## config.mk

```make
export PLATFORM = sky130hd
export DESIGN_NAME = if_fetch_unit
export DESIGN_NICKNAME = d
export VERILOG_FILES = /design/src/rtl/if_fetch_unit_pkg.sv /design/src/rtl/if_prefetch_fifo.sv /design/src/rtl/if_fetch_unit.sv
export SDC_FILE = /design/constraint.sdc
export NUM_CORES = 1
export LEC_CHECK = 0
export CORE_ASPECT_RATIO = 2
export CORE_UTILIZATION = 56
export CTS_CLUSTER_DIAMETER = 80
export CTS_CLUSTER_SIZE = 16
export DETAILED_ROUTE_END_ITERATION = 8
export GPL_TIMING_DRIVEN = 0
export PLACE_DENSITY = 0.86
export REMOVE_ABC_BUFFERS = 1
export SLEW_MARGIN = 20
export SYNTH_ARGS = -nofsm -noshare
export SYNTH_HDL_FRONTEND = slang
export SYNTH_HIERARCHICAL = 1
export SYNTH_SLANG_ARGS = --single-unit
export TNS_END_PERCENT = 100
```

## constraint.sdc

```tcl
create_clock -name clk -period 4.2 [get_ports clk]
set_input_delay 1.05 -clock clk [delete_from_list [all_inputs] [get_ports clk]]
set_output_delay 1.05 -clock clk [all_outputs]
set_load 0.05 [all_outputs]
```

## src/rtl/if_fetch_unit_pkg.sv

```systemverilog
// Shared constants and FSM encoding for the instruction fetch unit.
package if_fetch_unit_pkg;

    localparam int IF_INSTR_W   = 16;
    localparam int IF_PC_W      = 8;
    localparam int IF_BUF_DEPTH = 2;

    localparam logic [IF_INSTR_W-1:0] NOP = 16'h0000;

    typedef enum logic [1:0] {
        ST_IDLE    = 2'd0,
        ST_REQ     = 2'd1,
        ST_WAIT    = 2'd2,
        ST_DISCARD = 2'd3
    } fetch_state_e;

endpackage

```

## src/rtl/if_prefetch_fifo.sv

```systemverilog
// Two-entry prefetch buffer holding {instruction, pc+1}; flush beats push/pop.
module if_prefetch_fifo #(
    parameter int W     = 24,
    parameter int DEPTH = 2
) (
    input  logic         clk,
    input  logic         reset,
    input  logic         push,
    input  logic [W-1:0] push_data,
    input  logic         pop,
    input  logic         flush,
    output logic [W-1:0] head_data,
    output logic [1:0]   count,
    output logic         full
);

    logic [W-1:0] mem [2];
    logic         rd_ptr;
    logic         wr_ptr;
    logic         do_pop;
    logic         do_push;

    assign full    = (count == 2'(DEPTH));
    assign do_pop  = pop && (count != 2'd0);
    // writing a full buffer is only safe when the head leaves in the same cycle
    assign do_push = push && (!full || do_pop);

    always_ff @(posedge clk or posedge reset) begin
        if (reset) begin
            rd_ptr <= 1'b0;
            wr_ptr <= 1'b0;
            count  <= 2'd0;
            for (int i = 0; i < 2; i++) mem[i] <= '0;
        end else if (flush) begin
            rd_ptr <= 1'b0;
            wr_ptr <= 1'b0;
            count  <= 2'd0;
        end else begin
            if (do_push) begin
                mem[wr_ptr] <= push_data;
                wr_ptr      <= ~wr_ptr;
            end
            if (do_pop) rd_ptr <= ~rd_ptr;
            count <= count + 2'(do_push) - 2'(do_pop);
        end
    end

    assign head_data = mem[rd_ptr];

endmodule

```

## src/rtl/if_fetch_unit.sv

```systemverilog
// Instruction fetch: one-outstanding memory fetch FSM, PC tracking and redirect,
// feeding a 2-entry prefetch buffer whose head drives the IF outputs.
module if_fetch_unit
    import if_fetch_unit_pkg::*;
#(
    parameter int INSTR_W   = IF_INSTR_W,
    parameter int PC_W      = IF_PC_W,
    parameter int BUF_DEPTH = IF_BUF_DEPTH
) (
    input  logic               clk,
    input  logic               reset,
    output logic               imem_req,
    output logic [PC_W-1:0]    imem_addr,
    input  logic               imem_gnt,
    input  logic               imem_rvalid,
    input  logic [INSTR_W-1:0] imem_rdata,
    input  logic               branch_taken,
    input  logic [PC_W-1:0]    branch_target,
    input  logic               id_stall,
    output logic [INSTR_W-1:0] IF_instruction,
    output logic [PC_W-1:0]    IF_PC_plus_1,
    output logic               if_valid
);

    fetch_state_e state;
    fetch_state_e state_nxt;

    logic [PC_W-1:0]         fetch_pc;
    logic                    fifo_push;
    logic                    fifo_pop;
    logic                    fifo_flush;
    logic                    fifo_full;
    logic [1:0]              fifo_count;
    logic [INSTR_W+PC_W-1:0] head;
    logic                    accept;
    logic                    idle_room;
    logic                    can_refill;

    assign if_valid   = (fifo_count != 2'd0);
    assign fifo_flush = branch_taken;
    assign fifo_pop   = if_valid && !id_stall && !branch_taken;
    // fetch_pc already points past the outstanding address, so it is that entry's pc+1
    assign fifo_push  = (state == ST_WAIT) && imem_rvalid && !branch_taken;

    assign idle_room  = !fifo_full || fifo_pop;
    // back-to-back fetch only if the buffer still has room once the returning word lands
    assign can_refill = (fifo_count == 2'd0) || ((fifo_count == 2'd1) && fifo_pop);

    assign accept    = imem_req && imem_gnt;
    assign imem_addr = fetch_pc;

    always_ff @(posedge clk or posedge reset) begin
        if (reset) state <= ST_IDLE;
        else       state <= state_nxt;
    end

    always_comb begin
        state_nxt = state;
        case (state)
            ST_IDLE: begin
                if (branch_taken || idle_room) state_nxt = ST_REQ;
            end
            ST_REQ: begin
                if (!branch_taken && imem_gnt) state_nxt = ST_WAIT;
            end
            ST_WAIT: begin
                if (branch_taken)    state_nxt = imem_rvalid ? ST_REQ : ST_DISCARD;
                else if (imem_rvalid) begin
                    if (accept)          state_nxt = ST_WAIT;
                    else if (can_refill) state_nxt = ST_REQ;
                    else                 state_nxt = ST_IDLE;
                end
            end
            ST_DISCARD: begin
                if (imem_rvalid) state_nxt = ST_REQ;
            end
            default: state_nxt = ST_IDLE;
        endcase
    end

    always_comb begin
        imem_req = 1'b0;
        case (state)
            ST_REQ:  imem_req = !branch_taken;
            ST_WAIT: imem_req = imem_rvalid && !branch_taken && can_refill;
            default: imem_req = 1'b0;
        endcase
    end

    always_ff @(posedge clk or posedge reset) begin
        if (reset)             fetch_pc <= '0;
        else if (branch_taken) fetch_pc <= branch_target;
        else if (accept)       fetch_pc <= fetch_pc + PC_W'(1);
    end

    if_prefetch_fifo #(
        .W     (INSTR_W + PC_W),
        .DEPTH (BUF_DEPTH)
    ) u_fifo (
        .clk       (clk),
        .reset     (reset),
        .push      (fifo_push),
        .push_data ({imem_rdata, fetch_pc}),
        .pop       (fifo_pop),
        .flush     (fifo_flush),
        .head_data (head),
        .count     (fifo_count),
        .full      (fifo_full)
    );

    assign IF_instruction = if_valid ? head[INSTR_W+PC_W-1:PC_W] : INSTR_W'(NOP);
    assign IF_PC_plus_1   = if_valid ? head[PC_W-1:0] : '0;

endmodule

```

# [After elaboration in Yosys (flattened, before gate mapping)]
# Cells that the tools add are included.
[classes] add_sub_neg=3 magnitude_cmp=3 n_eq_ne=9 n_mux=25 bitwise_logic=5 reduce_logical=27
[ops] cell="24-bit 2-to-1 mux" n=4
[ops] cell="48-bit bitwise mux" n=1
[ops] cell="24-bit demux with 1-bit select" n=1
[ops] cell="8-bit 2-to-1 mux" n=3
[ops] cell="16-bit 2-to-1 mux" n=1
[ops] cell="2-bit 2-to-1 mux" n=8
[ops] cell="1-bit logical AND" n=12
[ops] cell="8-bit by 1-bit adder with 8-bit output (second input constant)" n=1
[ops] cell="2-bit one-hot mux with 4 select lines" n=1
[ops] cell="2-bit nonzero test" n=4
[ops] cell="2-bit equality test (second input constant)" n=3
[ops] cell="2-bit inequality test (second input constant)" n=3
[ops] cell="1-bit 2-to-1 mux" n=5
[ops] cell="2-bit by 1-bit equality test with 1-bit output (second input constant)" n=2
[ops] cell="2-bit >= comparator (second input constant)" n=2
[ops] cell="2-bit zero test" n=2
[ops] cell="1-bit logical OR" n=4
[ops] cell="1-bit inverter with 2-bit output" n=2
[ops] cell="4-bit AND reduction" n=1
[ops] cell="1-bit zero test" n=3
[ops] cell="3-bit inequality test (second input constant)" n=1
[ops] cell="1-bit inverter" n=3
[ops] cell="2-bit by 1-bit adder with 2-bit output" n=1
[ops] cell="2-bit by 1-bit less-than comparator with 1-bit output (second input constant)" n=1
[ops] cell="other kinds (3)" n=3
[word_totals] reg_bits=62 inputBits=30 out_inout_bits=34 word_cells=79

# [Depth between registers and ports, before layout]
# Gate-level depths: netlist (run 1).
[depth] word_depth=12 mapped_depth=10 depth_no_buf=9

# [Modules after synthesis]
# Netlist (run 1), hierarchy kept.
[modules_own_cells] module="if_prefetch_fifo" n_inst=1 cells_each=158 area_each_um2=2427.3 seq_area_each_um2=1301.2
[modules_own_cells] module="if_fetch_unit" n_inst=1 cells_each=112 area_each_um2=908.4 seq_area_each_um2=250.2

# [Worst setup path before layout (run 1)]
# OpenSTA, ideal clock, no wires.
[synth_path] kind="input to output" start="in id_stall" end="out imem_req" arrival_time_ns=2.058 required_ns=3.150 path_slack_ns=1.092 cell_stages=4 n_path_buf=1 cell_sequence="a21oi_1 -> a22o_1 -> buf_6 -> and2_1"
[synth_between] elab_chain_len=7
[synth_rtl] item="start, declared" line="if_fetch_unit.sv:19" source="input logic id_stall,"
[synth_rtl] item="1-bit zero test" line="if_fetch_unit.sv:41" source="assign fifo_pop = if_valid && !id_stall && !branch_taken;"
[synth_rtl] item="1-bit logical AND (2 in series)" line="if_fetch_unit.sv:41"
[synth_rtl] item="1-bit logical AND" line="if_fetch_unit.sv:47" source="assign can_refill = (fifo_count == 2'd0) || ((fifo_count == 2'd1) && fifo_pop);"
[synth_rtl] item="1-bit logical OR" line="if_fetch_unit.sv:47"
[synth_rtl] item="1-bit logical AND" line="if_fetch_unit.sv:85" source="ST_WAIT: imem_req = imem_rvalid && !branch_taken && can_refill;"
[synth_rtl] item="1-bit one-hot mux with 2 select lines" line="if_fetch_unit.sv:83" source="case (state)"
[synth_rtl] item="end, declared" line="if_fetch_unit.sv:12" source="output logic imem_req,"
# No other way between the ends.

# [Worst setup path in the final report (run 1)]
[layout_path] start="in branch_taken" end="out imem_req"
[layout_between] elab_chain_len=6 word_cells_on_any_way=7 classes_between="mux (1); reduce/logical (6)"
[layout_rtl] item="start, declared" line="if_fetch_unit.sv:17" source="input logic branch_taken,"
[layout_rtl] item="1-bit zero test *" line="if_fetch_unit.sv:41, if_fetch_unit.sv:84, if_fetch_unit.sv:85"
[layout_rtl] item="1-bit logical AND" line="if_fetch_unit.sv:41"
[layout_rtl] item="1-bit logical AND" line="if_fetch_unit.sv:47"
[layout_rtl] item="1-bit logical OR" line="if_fetch_unit.sv:47"
[layout_rtl] item="1-bit logical AND" line="if_fetch_unit.sv:85"
[layout_rtl] item="1-bit one-hot mux with 2 select lines *" line="if_fetch_unit.sv:83"
# Every way passes the cells marked *; elsewhere a longest branch is shown, timed or not.

==> flow_summary.yaml, run 1 <==
status:
  outcome: "finished, final reports clean"
synth:
  synth_async_sr_flop_share_pct: 100
  synthAdderAreaFrac_pct: 2.25
  synth_cells: 270
  synthMuxAreaShare_pct: 27.4
  ys_ff_latch: 62
  synth-compound-area-share_pct: 6.41
  synth_area_mm2: 0.00334
  syn_area_per_cell_um2: 12.4
  ys.flop_type: "dfrtp_1"
  synth.yosys.warnings: 6
  synth-simple-area-share_pct: 12.4
  synthXorXnorAreaFrac_pct: 0.788
  yosysSeqAreaShare_pct: 46.5
  synth.distinct_cells: 48
  synth_top_family_by_area: "multiplexers"
  synth_edf_count: 0
grt:
  grt_pass1_wl_mm: 12.1
  antenna_found_initial: 0
  grtUsageTotal_pct: 25.0
  grt_overflow_total: 0
  grt_max_degree: 39
  grt_pass1_vias: 2527
worst_setup_path:
  slowest_delay_ns: 0.50
  path_class: "in2out"
  cp-end-kind: "primary output"
  crit_chain: "clkdlybuf4s15_2 > and3b_4 > a22o_1 > and2_1 > clkdlybuf4s15_1"
  crit_arrival_ns: 3.00
  worst-path-max-fanout: 22
  cp-start-kind: "input port"
  cp_slowest_cell: "clkdlybuf4s15_1"
  worstPathRequired_ns: 3.15
pwr:
  power_mw: 2.21
  powerDensity_mw_per_mm2: 513
  ir_drop_uv: 491
  p_leak_nw: 1.97
  p_sw_uw: 640
  p_comb_share_pct: 28.9
  power.internal_mw: 1.57
  seq_power_share_pct: 37.8
  p_sw_share_pct: 28.9
  pwr-share-clk_pct: 33.3
timing:
  max_clock_freq_mhz: 247
  tightest_slew_ns: 0.917
  slew_violations: 0
  grt_setup_unrepaired: "false"
  fin_worst_skew_ns: 0.00466
  setup_viol: 0
  relSlewSlack_pct: 38.9
  period_share_pct: 96.3
  period_needed_ns: 4.05
  finalHoldViolCount: 0
  finalSetupTns_ns: 0
  layout_setup_ws_ns: 0.155
  whs_ns: 0.500
layout:
  fin_nets: 369
  n_antenna_cell: 0
  final_util_pct: 75.6
  drive_gt1_share_pct: 29.3
  multi_input_comb_area_mm2: 0.00165
  postLayoutCellArea_mm2: 0.00432
  syn2layout_area_growth_pct: 29.4
  nFillCells: 368
  register_area_mm2: 0.00155
  stdcell_count: 399
placement:
  place_ws_ns: -0.687
  dpl.cell_count: 383
  place_area_mm2: 0.00401
  gp_congestion: 0.754
  port-buffer-count: 63
  dp_hpwl_mm: 4.83
cts:
  post_cts_resized: 5
  path_clk_slew_ns: 0.05
  cts_setup_buffers: 0
  clk_path_buf_depth: 2
  cts_buffers: 9
  numClockSinks: 62
  hold_buffers: 0
  root_buffer: "clkbuf_16"
  clk_latency_ns: 0.32
  htree_num_levels: 3
  cts_tree: "built"
run:
  cap_violations: 0
detailed_routing:
  first_iter_violations: 69
  drc: 0
  ant_nets: 0
  first_pass_iters: 4
  vias: 2354
  wl_mm: 7.22
  wl_per_cell_um: 18.1
  viasPerCell: 5.90
floorplan:
  std_cell_rows: 39
  ioPinCount: 64
  design.core.area_mm2: 0.00571
  start_util_pct: 58.4
  die_area_mm2: 0.00629
  die_x_um: 56.6
  die_h_um: 111
hold_path:
  hold_path.class: "reg2reg"
## cells in the mapped netlist, types with 2 or more instances
library cell / instances / area [um^2]
dfrtp_1: 62 / 1550
mux2_2: 54 / 608
nor2b_1: 27 / 169
mux2_4: 19 / 285
nand2_1: 13 / 48.8
inv_1: 10 / 37.5
nor2_1: 8 / 30.0
ha_1: 6 / 75.1
nand3_1: 6 / 30.0
clkbuf_1: 5 / 18.8
o21ai_0: 4 / 20.0
a21oi_1: 3 / 15.0
buf_2: 3 / 15.0
nor3_1: 3 / 15.0
o211ai_1: 3 / 22.5
a311oi_1: 2 / 17.5
a31oi_1: 2 / 12.5
and2_1: 2 / 12.5
and3_1: 2 / 12.5
buf_1: 2 / 7.51
buf_12: 2 / 40.0
buf_6: 2 / 22.5
mux2i_1: 2 / 20.0
nand2b_1: 2 / 12.5
o221ai_1: 2 / 17.5
xor2_1: 2 / 17.5
## kinds of logic (layout without fill, tap and decap cells)
kind of cell / count (synthesis) / count (layout)
buffers and inverters: 24 / 92
XOR/XNOR: 3 / 3
adder cells (fa/ha/maj): 6 / 6
multiplexers: 75 / 75
AND/OR/NAND/NOR: 72 / 72
AO/OA/AOI/OAI: 28 / 28
flip-flops: 62 / 62
## routing by layer
metal | GRT usage, % | vias up | wire (um)
li1 | - | 1090 | -
met1 | 27.4 | 1195 | 2750
met2 | 44.8 | 54 | 4110
met3 | 4.78 | 15 | 191
met4 | 12.0 | 0 | 172
met5 | 0 | - | 0
## path summary, 6_finish.rpt
check | start | to | slack, ns | cells after the start
min | u_fifo/mem[42] | u_fifo/mem[42] | 0.50 | 1
min in group asynchronous | reset | u_fifo/mem[24] | 1.05 | 2
max reg2reg | u_fifo/count[0] | u_fifo/mem[43] | 1.13 | 5
min reg2reg | u_fifo/mem[42] | u_fifo/mem[42] | 0.50 | 1
max | branch_taken | imem_req | 0.15 | 5
max in group asynchronous | reset | u_fifo/rd_ptr | 2.62 | 3
## registers in the layout, summed over array words and instances, names as in the netlist
signal / cells
imem_addr: 8
u_fifo/wr_ptr: 1
u_fifo/mem: 48
u_fifo/rd_ptr: 1
state: 2
u_fifo/count: 2
## critical path: cells and delay by family
family	cells	cell delay [ns]
simple gates	2	0.66
compound gates	1	0.39
buf+inv	2	0.88
## power by group through the flow
stage / clock network, mW / logic, mW / registers [mW]
floorplan: 0 / 0.423 / 0.871
CTS: 0.751 / 0.645 / 0.837
finish: 0.737 / 0.639 / 0.838
global placement: 0 / 0.620 / 0.826
global route: 0.780 / 0.686 / 0.856
detailed placement: 0 / 0.639 / 0.840
## cell usage in the layout, fill, tap and decap left out, types with 3 or more instances in the layout
master | netlist | final
o21ai_0 | 4 | 4
nor2b_1 | 27 | 27
nor3_1 | 3 | 3
mux2_4 | 19 | 19
nand2_1 | 13 | 13
clkdlybuf4s50_1 | 0 | 61
clkbuf_16 | 0 | 9
dfrtp_1 | 62 | 61
a21oi_1 | 3 | 3
mux2_2 | 54 | 54
inv_1 | 10 | 9
ha_1 | 6 | 6
nand3_1 | 6 | 6
o211ai_1 | 3 | 3
nor2_1 | 8 | 7
## layout make-up
class	instances	area share, %
Clock inverter	3	0.986
Sequential cell	62	36.0
Timing Repair Buffer	66	16.1
Inverter	10	0.870
Multi-Input combinational cell	184	38.3
Clock buffer	13	6.03
Tap cell	61	1.77
(Power assumes the default switching activity.)
==> inputs of run 2 (changes only) <==
--- a/config.mk
+++ b/config.mk
@@ -6,12 +6,13 @@
 export NUM_CORES = 1
 export LEC_CHECK = 0
 export CORE_ASPECT_RATIO = 2
-export CORE_UTILIZATION = 56
+export CORE_MARGIN = 2
+export CORE_UTILIZATION = 40
 export CTS_CLUSTER_DIAMETER = 80
 export CTS_CLUSTER_SIZE = 16
 export DETAILED_ROUTE_END_ITERATION = 8
 export GPL_TIMING_DRIVEN = 0
-export PLACE_DENSITY = 0.86
+export PLACE_DENSITY = 0.65
 export REMOVE_ABC_BUFFERS = 1
 export SLEW_MARGIN = 20
 export SYNTH_ARGS = -nofsm -noshare
==> flow_summary.yaml, run 2 (same netlist as run 1, synthesis figures left out) <==
status:
  outcome: "finished, final reports clean"
layout:
  register_area_mm2: 0.00155
  top_register: "u_fifo/mem"
  drive_gt1_share_pct: 29.1
  mostFrequentLayoutCells: "dfrtp_1 (61), clkdlybuf4s50_1 (61), mux2_2 (54)"
  fin_nets: 370
  multi_input_comb_area_mm2: 0.00166
  n_antenna_cell: 0
  syn2layout_area_growth_pct: 29.9
  final_util_pct: 53.0
  postLayoutCellArea_mm2: 0.00433
  nFillCells: 749
  largest_reg_flops: 48
floorplan:
  ioPinCount: 64
  die_x_um: 68.6
  std_cell_rows: 47
  die_h_um: 133
  start_util_pct: 40.8
  die_area_mm2: 0.00913
  design.core.area_mm2: 0.00817
timing:
  slew_violations: 0
  period_share_pct: 96.7
  tightest_slew_ns: 0.699
  max_clock_freq_mhz: 246
  fin_worst_skew_ns: 0.00562
  grt_setup_unrepaired: "false"
  setup_viol: 0
  period_needed_ns: 4.06
  relSlewSlack_pct: 53.3
  finalHoldViolCount: 0
  finalSetupTns_ns: 0
  layout_setup_ws_ns: 0.138
  whs_ns: 0.498
worst_setup_path:
  worst-path-max-fanout: 22
  crit_buf_inv: 2
  worstRegToRegCells: 6
  worstPathRequired_ns: 3.15
  crit_arrival_ns: 3.01
  path_delay_family: "buffers and inverters"
  cp-start-kind: "input port"
  r2r_setup_slack_ns: 1.07
  r2r_start: "u_fifo/count[0]"
  r2r-end: "u_fifo/mem[45]"
  crit_chain: "clkdlybuf4s15_2 > and3b_4 > a22o_1 > and2_1 > clkdlybuf4s15_1"
  path_class: "in2out"
  slowest_delay_ns: 0.49
  cp_slowest_cell: "and3b_4"
  cp-end-kind: "primary output"
detailed_routing:
  ant_nets: 0
  vias: 2280
  drc: 0
  first_iter_violations: 119
  viasPerCell: 5.24
  wl_mm: 7.19
  wl_per_cell_um: 16.5
  first_pass_iters: 4
hold_path:
  holdPathEnd: "u_fifo/mem[0]"
  hp-start: "u_fifo/mem[0]"
  hold_path_depth: 1
  hold_path.class: "reg2reg"
cts:
  numClockSinks: 62
  cts_buffers: 9
  path_clk_slew_ns: 0.05
  post_cts_resized: 5
  cts_tree: "built"
  hold_buffers: 0
  cts_setup_buffers: 0
  clk_path_buf_depth: 2
  htree_num_levels: 3
  clk_latency_ns: 0.33
  root_buffer: "clkbuf_16"
grt:
  grt_max_degree: 36
  grt_overflow_total: 0
  grt_pass1_vias: 2402
  grtUsageTotal_pct: 17.6
  antenna_found_initial: 0
  grt_pass1_wl_mm: 11.8
pwr:
  powerDensity_mw_per_mm2: 486
  ir_drop_uv: 246
  p_leak_nw: 1.96
run:
  cap_violations: 0
placement:
  place_area_mm2: 0.00407
  place_ws_ns: -0.693
  port-buffer-count: 63
  gp_congestion: 0.740
  dp_hpwl_mm: 5.02
run 2: worst max path at each step:
| stage | slack (ns) | startpoint | end | cells past startpoint |
|---|---|---|---|---|
| 5_1_grt | 0.07 | branch_taken | imem_req | 5 |
| 3_5_place_dp | -0.69 | branch_taken | imem_req | 5 |
| 4_1_cts | 0.15 | branch_taken | imem_req | 5 |
| 2_1_floorplan | 0.88 | u_fifo/count[0] | u_fifo/mem[42] | 5 |
| 3_3_place_gp | -0.66 | branch_taken | imem_req | 5 |
| 6_report | 0.14 | branch_taken | imem_req | 5 |
run 2: where the power goes:
part	leakage, nW	switching, mW	internal (mW)
registers	0.822	0.0972	0.731
clock network	0.128	0.238	0.405
logic	1.01	0.281	0.355
total	1.96	0.616	1.49
run 2: metrics by stage:
| stage | total power, mW | cells |
|---|---|---|
| 6_report | 2.11 | 435 |
| 5_1_grt | 2.23 | 435 |
| 4_1_cts | 2.13 | 435 |
| 3_5_place_dp | 1.48 | 421 |
| 3_3_place_gp | 1.45 | 417 |
| 2_1_floorplan | 1.29 | 256 |
run 2: routing by layer:
| layer | share of wire [%] | GRT usage (%) | up-vias |
|---|---|---|---|
| li1 | - | - | 1082 |
| met1 | 39 | 19.9 | 1133 |
| met2 | 55 | 29.6 | 53 |
| met3 | 3.8 | 4.98 | 12 |
| met4 | 2.7 | 7.78 | 0 |
| met5 | 0 | 0 | - |
run 2: worst register-to-register path: cells and delay by family (launching register included):
kind                   cells  cell delay, ns
multiplexers               1            0.36
buffers and inverters      1            0.23
flip-flops                 1            0.48
AND/OR/NAND/NOR            4            1.94
run 2: layout make-up:
type	instances	area share (%)
inverters	10	0.867
well taps	98	2.83
multi-input cells	184	38.2
repair buffers	67	16.3
flip-flops and latches	62	35.8
clock buffers	12	5.69
clock inverters	2	0.231
==> inputs of run 3 (changes only) <==
--- a/config.mk
+++ b/config.mk
@@ -5,14 +5,16 @@
 export SDC_FILE = /design/constraint.sdc
 export NUM_CORES = 1
 export LEC_CHECK = 0
+export CELL_PAD_IN_SITES_DETAIL_PLACEMENT = 1
+export CELL_PAD_IN_SITES_GLOBAL_PLACEMENT = 2
 export CORE_ASPECT_RATIO = 2
 export CORE_MARGIN = 2
-export CORE_UTILIZATION = 40
+export CORE_UTILIZATION = 37
 export CTS_CLUSTER_DIAMETER = 80
 export CTS_CLUSTER_SIZE = 16
 export DETAILED_ROUTE_END_ITERATION = 8
 export GPL_TIMING_DRIVEN = 0
-export PLACE_DENSITY = 0.65
+export PLACE_DENSITY = 0.86
 export REMOVE_ABC_BUFFERS = 1
 export SLEW_MARGIN = 20
 export SYNTH_ARGS = -nofsm -noshare
==> flow_summary.yaml, run 3 (same netlist as run 1, synthesis figures left out) <==
placement:
  gp_congestion: 0.769
  port-buffer-count: 63
  dp_hpwl_mm: 5.54
detailed_routing:
  first_iter_violations: 66
  ant_nets: 0
  met1Wirelength_mm: 3.16
  viasPerCell: 5.31
  route.met3.wl_um: 263
  first_pass_iters: 4
  drc: 0
  wl_mm: 8.00
  top_layer: "met4"
  wl_per_cell_um: 18.2
  wl_met2_mm: 4.37
  vias: 2337
grt:
  grt_pass1_vias: 2514
  grtUsageTotal_pct: 17.2
  grt_overflow_total: 0
  antenna_found_initial: 0
  grt_max_degree: 33
  grt_pass1_wl_mm: 13.2
worst_setup_path:
  cp-start-kind: "input port"
  crit_arrival_ns: 3.04
  cp-end-kind: "primary output"
  worst-path-max-fanout: 22
  worstPathRequired_ns: 3.15
  r2r_setup_slack_ns: 1.14
  path_class: "in2out"
pwr:
  powerDensity_mw_per_mm2: 504
  seq_power_share_pct: 37.8
  ir_drop_uv: 278
  pwr-share-clk_pct: 33.0
  power_mw: 2.21
  p_comb_share_pct: 29.1
  p_sw_share_pct: 29.1
  power.internal_mw: 1.56
  p_leak_nw: 1.98
  p_sw_uw: 642
layout:
  drive_gt1_share_pct: 29.9
  mostFrequentLayoutCells: "dfrtp_1 (61), clkdlybuf4s50_1 (61), mux2_2 (54)"
  top_register: "u_fifo/mem"
  n_antenna_cell: 0
  fin_nets: 369
  largest_reg_flops: 48
  syn2layout_area_growth_pct: 31.2
cts:
  path_clk_slew_ns: 0.05
  numClockSinks: 62
  cts_tree: "built"
  htree_num_levels: 3
  hold_buffers: 0
  root_buffer: "clkbuf_16"
  clk_path_buf_depth: 2
  clk_latency_ns: 0.33
  cts_buffers: 9
run:
  cap_violations: 0
timing:
  finalSetupTns_ns: 0
  max_clock_freq_mhz: 245
  fin_worst_skew_ns: 0.00689
  period_share_pct: 97.3
  relSlewSlack_pct: 49.5
  finalHoldViolCount: 0
  setup_viol: 0
  grt_setup_unrepaired: "false"
  tightest_slew_ns: 0.756
  period_needed_ns: 4.09
  slew_violations: 0
floorplan:
  ioPinCount: 64
  die_h_um: 138
  design.core.area_mm2: 0.00889
  std_cell_rows: 49
  die_area_mm2: 0.00984
  die_x_um: 71.1
  start_util_pct: 37.5
hold_path:
  hold_path.class: "reg2reg"
status:
  outcome: "finished, final reports clean"
[run 3: cell types whose count changed in the layout (fill, tap and decap cells not counted)]
cell        previous run  this run
buf_6                  1         0
clkinv_2               2         1
clkbuf_8               1         5
clkinvlp_4             0         1
clkbuf_1               2         0
[run 3: worst max-delay path, stage by stage]
cell and delay, ns:
clkdlybuf4s15_2 0.40, and3b_4 0.51, a22o_1 0.39, and2_1 0.19, clkdlybuf4s15_1 0.49
[run 3: path summary, 6_finish.rpt]
| kind | start | end | cells past startpoint |
|---|---|---|---|
| max reg2reg | u_fifo/count[0] | u_fifo/mem[25] | 6 |
| min reg2reg | u_fifo/mem[46] | u_fifo/mem[46] | 1 |
| max in group asynchronous | reset | u_fifo/rd_ptr | 3 |
| max | branch_taken | imem_req | 5 |
| min | u_fifo/mem[46] | u_fifo/mem[46] | 1 |
| min in group asynchronous | reset | imem_addr[0] | 2 |
[run 3: layout make-up]
cell class	count	area, um^2
Sequential cell	62	1550
Clock buffer	14	294
Tap cell	102	128
Fill cell	898	4510
Timing Repair Buffer	66	694
Clock inverter	2	12.5
Inverter	10	37.5
Multi-Input combinational cell	184	1660
[run 3: metrics by stage]
step | util [%] | cells | hold WS (ns) | cell area [um^2] | setup WS, ns
floorplan | - | 256 | 0.475 | 3230 | 0.884
global placement | 44.9 | 421 | 0.483 | 3990 | -0.743
detailed placement | 45.8 | 424 | 0.490 | 4070 | -0.780
CTS | 49.2 | 440 | 0.505 | 4380 | 0.105
global route | 49.2 | 440 | 0.523 | 4380 | 0.0291
finish | 49.2 | 440 | 0.501 | 4380 | 0.112
[run 3: power by group through the flow]
stage               sequential (mW)  clock [mW]  combinational, mW
detailed placement            0.843           0              0.650
finish                        0.835       0.728              0.643
global placement              0.831           0              0.629
floorplan                     0.871           0              0.423
CTS                           0.836       0.745              0.654
global route                  0.857       0.770              0.692
[run 3: metal layers]
metal,up-vias,track usage (%)
li1,1089,-
met1,1179,19.6
met5,-,0
met4,0,7.75
met2,54,30.2
met3,15,3.43
[run 3: what timing repair did]
| item | CTS | global route |
|---|---|---|
| setup buffers | 0 | 0 |
| resized for setup | 5 | 0 |
| setup endpoints to repair | 1 | 0 |
